[src/rtl/ir_queue_if.sv]
// Fetch/decode handshake bundle for the instruction queue.
// Fetch/control side is master, the queue is slave.
interface ir_queue_if #(
    parameter int IW    = 16,
    parameter int DEPTH = 4
);
    logic                           il_in;
    logic [IW-1:0]                  ins_in;
    logic                           next_in;
    logic                           flush_in;
    logic [IW-1:0]                  ins_out;
    logic [IW-1:0]                  ia_out;
    logic [IW-1:0]                  iv_out;
    logic                           valid_out;
    logic                           full_out;
    logic [$clog2(DEPTH+1)-1:0]     count_out;
    logic                           ovf_out;

    modport master (
        output il_in, ins_in, next_in, flush_in,
        input  ins_out, ia_out, iv_out, valid_out,
        input  full_out, count_out, ovf_out
    );

    modport slave (
        input  il_in, ins_in, next_in, flush_in,
        output ins_out, ia_out, iv_out, valid_out,
        output full_out, count_out, ovf_out
    );
endinterface

[src/rtl/ir_queue.sv]
// Circular instruction queue with flush, occupancy and sticky overflow.
// Define IR_BYPASS_EN for empty-queue fall-through from ins_in.
module ir_queue #(
    parameter int IW    = 16,
    parameter int DEPTH = 4,
    parameter int FW    = 8
) (
    input logic       clk,
    input logic       rst,
    ir_queue_if.slave q
);
    localparam int PW = $clog2(DEPTH);
    localparam int CW = $clog2(DEPTH+1);

    logic [IW-1:0] mem_q [DEPTH];
    logic [PW-1:0] wptr_q, wptr_d;
    logic [PW-1:0] rptr_q, rptr_d;
    logic [CW-1:0] cnt_q, cnt_d;
    logic          ovf_q, ovf_d;

    logic          empty;
    logic          full;
    logic          byp;
    logic          head_vld;
    logic          push;
    logic          pop;
    logic          wr_en;
    logic          drop;
    logic [IW-1:0] head;

    always_comb begin
        empty = (cnt_q == '0);
        full  = (cnt_q == CW'(DEPTH));
`ifdef IR_BYPASS_EN
        byp = empty && q.il_in && !q.flush_in;
`else
        byp = 1'b0;
`endif
        head_vld = !empty || byp;
        pop      = q.next_in && head_vld && !q.flush_in;
        push     = q.il_in && (!full || pop) && !q.flush_in;
        // A bypassed word that is consumed at once never lands in storage
        wr_en    = push && !(byp && pop);
        drop     = q.il_in && full && !pop && !q.flush_in;
    end

    always_comb begin
        wptr_d = wptr_q;
        rptr_d = rptr_q;
        cnt_d  = cnt_q;
        ovf_d  = ovf_q;
        if (q.flush_in) begin
            wptr_d = '0;
            rptr_d = '0;
            cnt_d  = '0;
            ovf_d  = 1'b0;
        end else begin
            if (wr_en)
                wptr_d = wptr_q + 1'b1;
            if (pop && !byp)
                rptr_d = rptr_q + 1'b1;
            if (push && !pop)
                cnt_d = cnt_q + 1'b1;
            else if (pop && !push)
                cnt_d = cnt_q - 1'b1;
            if (drop)
                ovf_d = 1'b1;
        end
    end

    always_ff @(posedge clk) begin
        if (rst) begin
            wptr_q <= '0;
            rptr_q <= '0;
            cnt_q  <= '0;
            ovf_q  <= 1'b0;
        end else begin
            wptr_q <= wptr_d;
            rptr_q <= rptr_d;
            cnt_q  <= cnt_d;
            ovf_q  <= ovf_d;
        end
    end

    always_ff @(posedge clk) begin
        if (wr_en)
            mem_q[wptr_q] <= q.ins_in;
    end

    always_comb begin
        if (byp)
            head = q.ins_in;
        else if (empty)
            head = '0;
        else
            head = mem_q[rptr_q];
    end

    assign q.ins_out   = head;
    assign q.valid_out = head_vld;
    assign q.full_out  = full;
    assign q.count_out = cnt_q;
    assign q.ovf_out   = ovf_q;

    generate
        if (FW == IW) begin : g_full_field
            assign q.ia_out = head;
            assign q.iv_out = head;
        end else begin : g_part_field
            assign q.ia_out = {{(IW-FW){1'b0}}, head[FW-1:0]};
            assign q.iv_out = {{(IW-FW){head[FW-1]}}, head[FW-1:0]};
        end
    endgenerate
endmodule

[src/flat_wrapper.sv]
// flat-port wrapper written by rule: the top's interface ports become plain ports
module ir_queue_flat 
#(
    parameter int IW    = 16,
    parameter int DEPTH = 4,
    parameter int FW    = 8
)
  (clk, rst, q_il_in, q_ins_in, q_next_in, q_flush_in, q_ins_out, q_ia_out, q_iv_out, q_valid_out, q_full_out, q_count_out, q_ovf_out);
  ir_queue_if #(.IW(IW), .DEPTH(DEPTH)) q_i ();
  input logic clk;
  input logic rst;
  input wire logic [$bits(q_i.il_in)-1:0] q_il_in;
  input wire logic [$bits(q_i.ins_in)-1:0] q_ins_in;
  input wire logic [$bits(q_i.next_in)-1:0] q_next_in;
  input wire logic [$bits(q_i.flush_in)-1:0] q_flush_in;
  output wire logic [$bits(q_i.ins_out)-1:0] q_ins_out;
  output wire logic [$bits(q_i.ia_out)-1:0] q_ia_out;
  output wire logic [$bits(q_i.iv_out)-1:0] q_iv_out;
  output wire logic [$bits(q_i.valid_out)-1:0] q_valid_out;
  output wire logic [$bits(q_i.full_out)-1:0] q_full_out;
  output wire logic [$bits(q_i.count_out)-1:0] q_count_out;
  output wire logic [$bits(q_i.ovf_out)-1:0] q_ovf_out;
  assign q_i.il_in = q_il_in;
  assign q_i.ins_in = q_ins_in;
  assign q_i.next_in = q_next_in;
  assign q_i.flush_in = q_flush_in;
  assign q_ins_out = q_i.ins_out;
  assign q_ia_out = q_i.ia_out;
  assign q_iv_out = q_i.iv_out;
  assign q_valid_out = q_i.valid_out;
  assign q_full_out = q_i.full_out;
  assign q_count_out = q_i.count_out;
  assign q_ovf_out = q_i.ovf_out;
  ir_queue #(.IW(IW), .DEPTH(DEPTH), .FW(FW)) u_core (.clk(clk), .rst(rst), .q(q_i));
endmodule
[config.mk]
export PLATFORM = sky130hd
export DESIGN_NAME = ir_queue_flat
export DESIGN_NICKNAME = d
export VERILOG_FILES = /design/src/rtl/ir_queue_if.sv /design/src/rtl/ir_queue.sv /design/src/flat_wrapper.sv
export SDC_FILE = /design/constraint.sdc
export NUM_CORES = 1
export LEC_CHECK = 0
export ABC_CLOCK_PERIOD_IN_PS = 4900
export BUFFER_PORTS_ARGS = -buffer_cell sky130_fd_sc_hd__buf_4
export CORE_UTILIZATION = 57
export CTS_CLUSTER_DIAMETER = 50
export DETAILED_ROUTE_END_ITERATION = 8
export PLACE_DENSITY_LB_ADDON = 0.05
export SLEW_MARGIN = 20
export SYNTH_ARGS = -nofsm -noshare
export SYNTH_HDL_FRONTEND = slang
export SYNTH_SLANG_ARGS = --single-unit
[constraint.sdc]
create_clock -name clk -period 4.9 [get_ports clk]
set_clock_uncertainty 0.2 [all_clocks]
set_input_delay 0.98 -clock clk [delete_from_list [all_inputs] [get_ports clk]]
set_output_delay 0.98 -clock clk [all_outputs]
set_load 0.02 [all_outputs]
==> results list <==
* Final setup violation count: 0
- Post-CTS setup-driven buffer insertion count: 0
* Share of post-route cells with drive strength above 1: 0.447
- Cell-internal power: between 0.9 and 1 mW
- Number of nets in the layout: between 200 and 300
- Initial DRT Pass Iterations: 4
* Flops & latches, synth: 74
- Design Area, Final: 3740 um2
* Element type at the critical path end: output port
- For this design the top-level I/O count stands at 75.
- Of the synthesized area, sequential elements account for 0.663.
- Rel. slew slack: 0.459
- Leaving out filler cells and counting taps, the final layout contains roughly 310.
- Std-Cell Core Area: 5270 um2
- Async set or reset register ratio after synthesis: 0
- Area grow syn2layout: 16.9%
- Sw Ratio: 0.234
* Number of nets with antenna violations after detailed routing: 0
- For this configuration, the core starts out at a cell density of 0.607.
- The final route contains 1660 vias.
- The H-tree was split into 3 levels.
- At the pin with the least slew margin, the transition time is slightly above 0.8 ns.
- Clock buffer count from CTS: 9
* Cell Chain, Critical Path: buf_4 > mux4_2 > and2b_1 > buf_4
* Overall routing resource usage: 0.196
* # Max-Cap Violations: 0
- Floorplan die area: 5920 um2
* Overall Power: 1.30 mW
- After detailed routing, the number of remaining DRC violations is 0.
- After layout, the minimum clock period comes to 3.27 ns.
- The most numerous cell type found on the critical path is buf_4.
- The library cell used most frequently in the layout, excluding fill and tap cells, is buf_4.
- Tcrit/Tclk final: 0.667
* Leakage dissipation: 1.45 nW
- The detailed router finished its first iteration with between 70 and 80 violations.
- The congestion estimate from routability-driven global placement came to 0.827.
- Number of antenna violations at the first check in global routing: 0
- Dividing total power by cell area gives a power density of 347 nW/um2.
- Across the VDD grid, the largest voltage drop is between 0.2 and 0.25 mV.
- After clock tree synthesis, the clock-pin slew on the worst setup and hold paths is 0.07 ns.
- Final Hold Vio Count: 0
- The average instance in the mapped netlist occupies 16.7 um2.
* Hold Path Class: reg2reg
- Detailed Route WL: 5240 um
* Total buffers and inverters traversed by the critical path: 2
* CP Max Fanout: 12
* Maximum number of pins on one net before global-route repair: 20
- Grt ovf: 0
- Delay-heaviest family, CP: multiplexers
* Floorplan die width: roughly 77 um
* Setup repair after global routing missed its margin: false
* Worst-case clock buffer depth: 2
* Vias in the first global route: around 1700
- Row generation in the floorplan step produced 26 rows.
- Post-synthesis instance total: 192
- The Yosys step of the flow raised 0 warnings.
- Switching power: between 0.3 and 0.4 mW
- Dividing the detail-routed via count by the number of cells gives 5.29.
- Antenna Diode Count: 0
- Clock tree from TritonCTS: built
- HPWL after detailed placement: 3450 um
* CTS-repair resized insts: 0
- Total number of clock tree sinks: 74
- The number of slew-limit violations in the final report was 0.
* Sum of negative setup slack: 0 ns
- Data required, critical path: between 3 and 4 ns
* Slowest cell on crit path: mux4_2
- Crit path largest cell delay: 0.53 ns
- Run status: completed
- The cell area that synthesis handed to floorplanning was 3200 um2.
* Critical path data arrival time: 2.09 ns
* Portion of total power attributed to the clock network: 0.339
- Dividing the detail-routed wire length by the instance count gives 16.7 um.
- Proportion of power drawn by combinational gates: 0.121
- Clock latency on the worst-skew pair: around 0.34 ns
- For this run, the top clock speed supported by timing is 306 MHz.
- The first global-routing pass estimated 8400 um of wire.
- Die height: 76.9 um
- Type of element launching the critical path: register
- Post-Place Cell Area: 3550 um2
- The worst register-to-register path has a setup slack of 2.37 ns.
- Hold buffers post-CTS: 0
* # placed instances: 298
* Main synth FF type: edfxtp_1
* Count of flip-flops with a built-in enable after synthesis: 64
* Register share of total power: 0.540
* Number of library cell types mapped by synthesis: 33
- Buffers placed on the I/O ports in this run total 66.
* Most frequent cells in the layout: 68 x buf_4, 64 x edfxtp_1, 16 x mux4_2, 11 x and2b_1, 10 x dfxtp_1
* CTS Root Buffer Type: clkbuf_8
- By startpoint and endpoint, the worst setup path is classified as reg2out.
power groups by stage:
| stage | clock [mW] | combinational (mW) | sequential, mW |
|---|---|---|---|
| CTS | 0.446 | 0.158 | 0.700 |
| detailed placement | 0 | 0.158 | 0.714 |
| floorplan | 0 | 0.112 | 0.713 |
| global placement | 0 | 0.155 | 0.713 |
| global route | 0.473 | 0.168 | 0.701 |
| finish | 0.440 | 0.157 | 0.700 |
layout make-up:
| type | count | area, um2 |
|---|---|---|
| clock buffer | 9 | 124 |
| clock inverter | 7 | 60.1 |
| fill | 365 | 1530 |
| inverter | 5 | 18.8 |
| multi-input combinational | 81 | 816 |
| sequential | 74 | 2120 |
| tap | 70 | 87.6 |
| timing repair buffer | 68 | 510 |
path summary, 6_finish.rpt:
path,from,to,cells after the start
hold / removal,u_core.q.ovf_out,u_core.q.ovf_out,2
setup / recovery,register,q_ins_out[5],4
hold reg to reg,u_core.q.ovf_out,u_core.q.ovf_out,2
setup reg to reg,u_core.q.count_out[0],u_core.q.count_out[2],8
layer usage:
metal	up-vias	global-route usage	wire, um
li1	766	-	-
met1	822	0.233	2120
met2	64	0.345	2830
met3	8	0.0405	225
met4	0	0.0865	64
met5	-	0	0
state kept, by name, indices dropped and copies added (netlist names), named ones only:
| name | flops |
|---|---|
| u_core.mem_q | 64 |
| u_core.q.count_out | 3 |
| u_core.q.ovf_out | 1 |
| u_core.rptr_q | 2 |
| u_core.wptr_q | 2 |
through the flow:
step,util,hold WS (ns),worst slack [ns]
finish,0.709,0.306,1.63
global route,0.709,0.335,1.48
CTS,0.709,0.301,1.57
detailed placement,0.675,0.285,1.75
global placement,0.675,0.271,1.83
floorplan,-,0.259,1.99
logic make-up after synthesis:
kind of cell / count (synthesis) / share of synthesized area
compound gates: 10 / 0.0199
xor+xnor: 3 / 0.00821
fa+ha+maj: 6 / 0.0258
buf+inv: 44 / 0.0915
flops: 74 / 0.663
mux: 17 / 0.116
other cells: 1 / 0.00117
simple gates: 37 / 0.0743
cells in the mapped netlist (2+ instances only):
| library cell | number | area, um2 |
|---|---|---|
| ha_1 | 5 | 62.6 |
| mux4_2 | 16 | 360 |
| edfxtp_1 | 64 | 1920 |
| buf_4 | 33 | 248 |
| nor2b_1 | 6 | 37.5 |
| dfxtp_1 | 10 | 200 |
| clkbuf_1 | 2 | 7.51 |
| or3_1 | 2 | 12.5 |
| clkbuf_2 | 2 | 10.0 |
| nor2_1 | 6 | 22.5 |
| xor2_1 | 3 | 26.3 |
| and3_2 | 4 | 30.0 |
| inv_1 | 5 | 18.8 |
| or2_2 | 2 | 12.5 |
| and2b_1 | 11 | 82.6 |
| o21ai_0 | 2 | 10.0 |
| a21oi_1 | 3 | 15.0 |
worst register-to-register path, stage by stage (launching register included):
cell and delay, ns:
dfxtp_1 0.40, or4b_1 0.68, and2_4 0.22, ha_1 0.19, inv_1 0.07, fa_1 0.17
xor2_1 0.08, or3_1 0.31, a21oi_1 0.15
No activity file was read; power rests on OpenSTA's default activity.
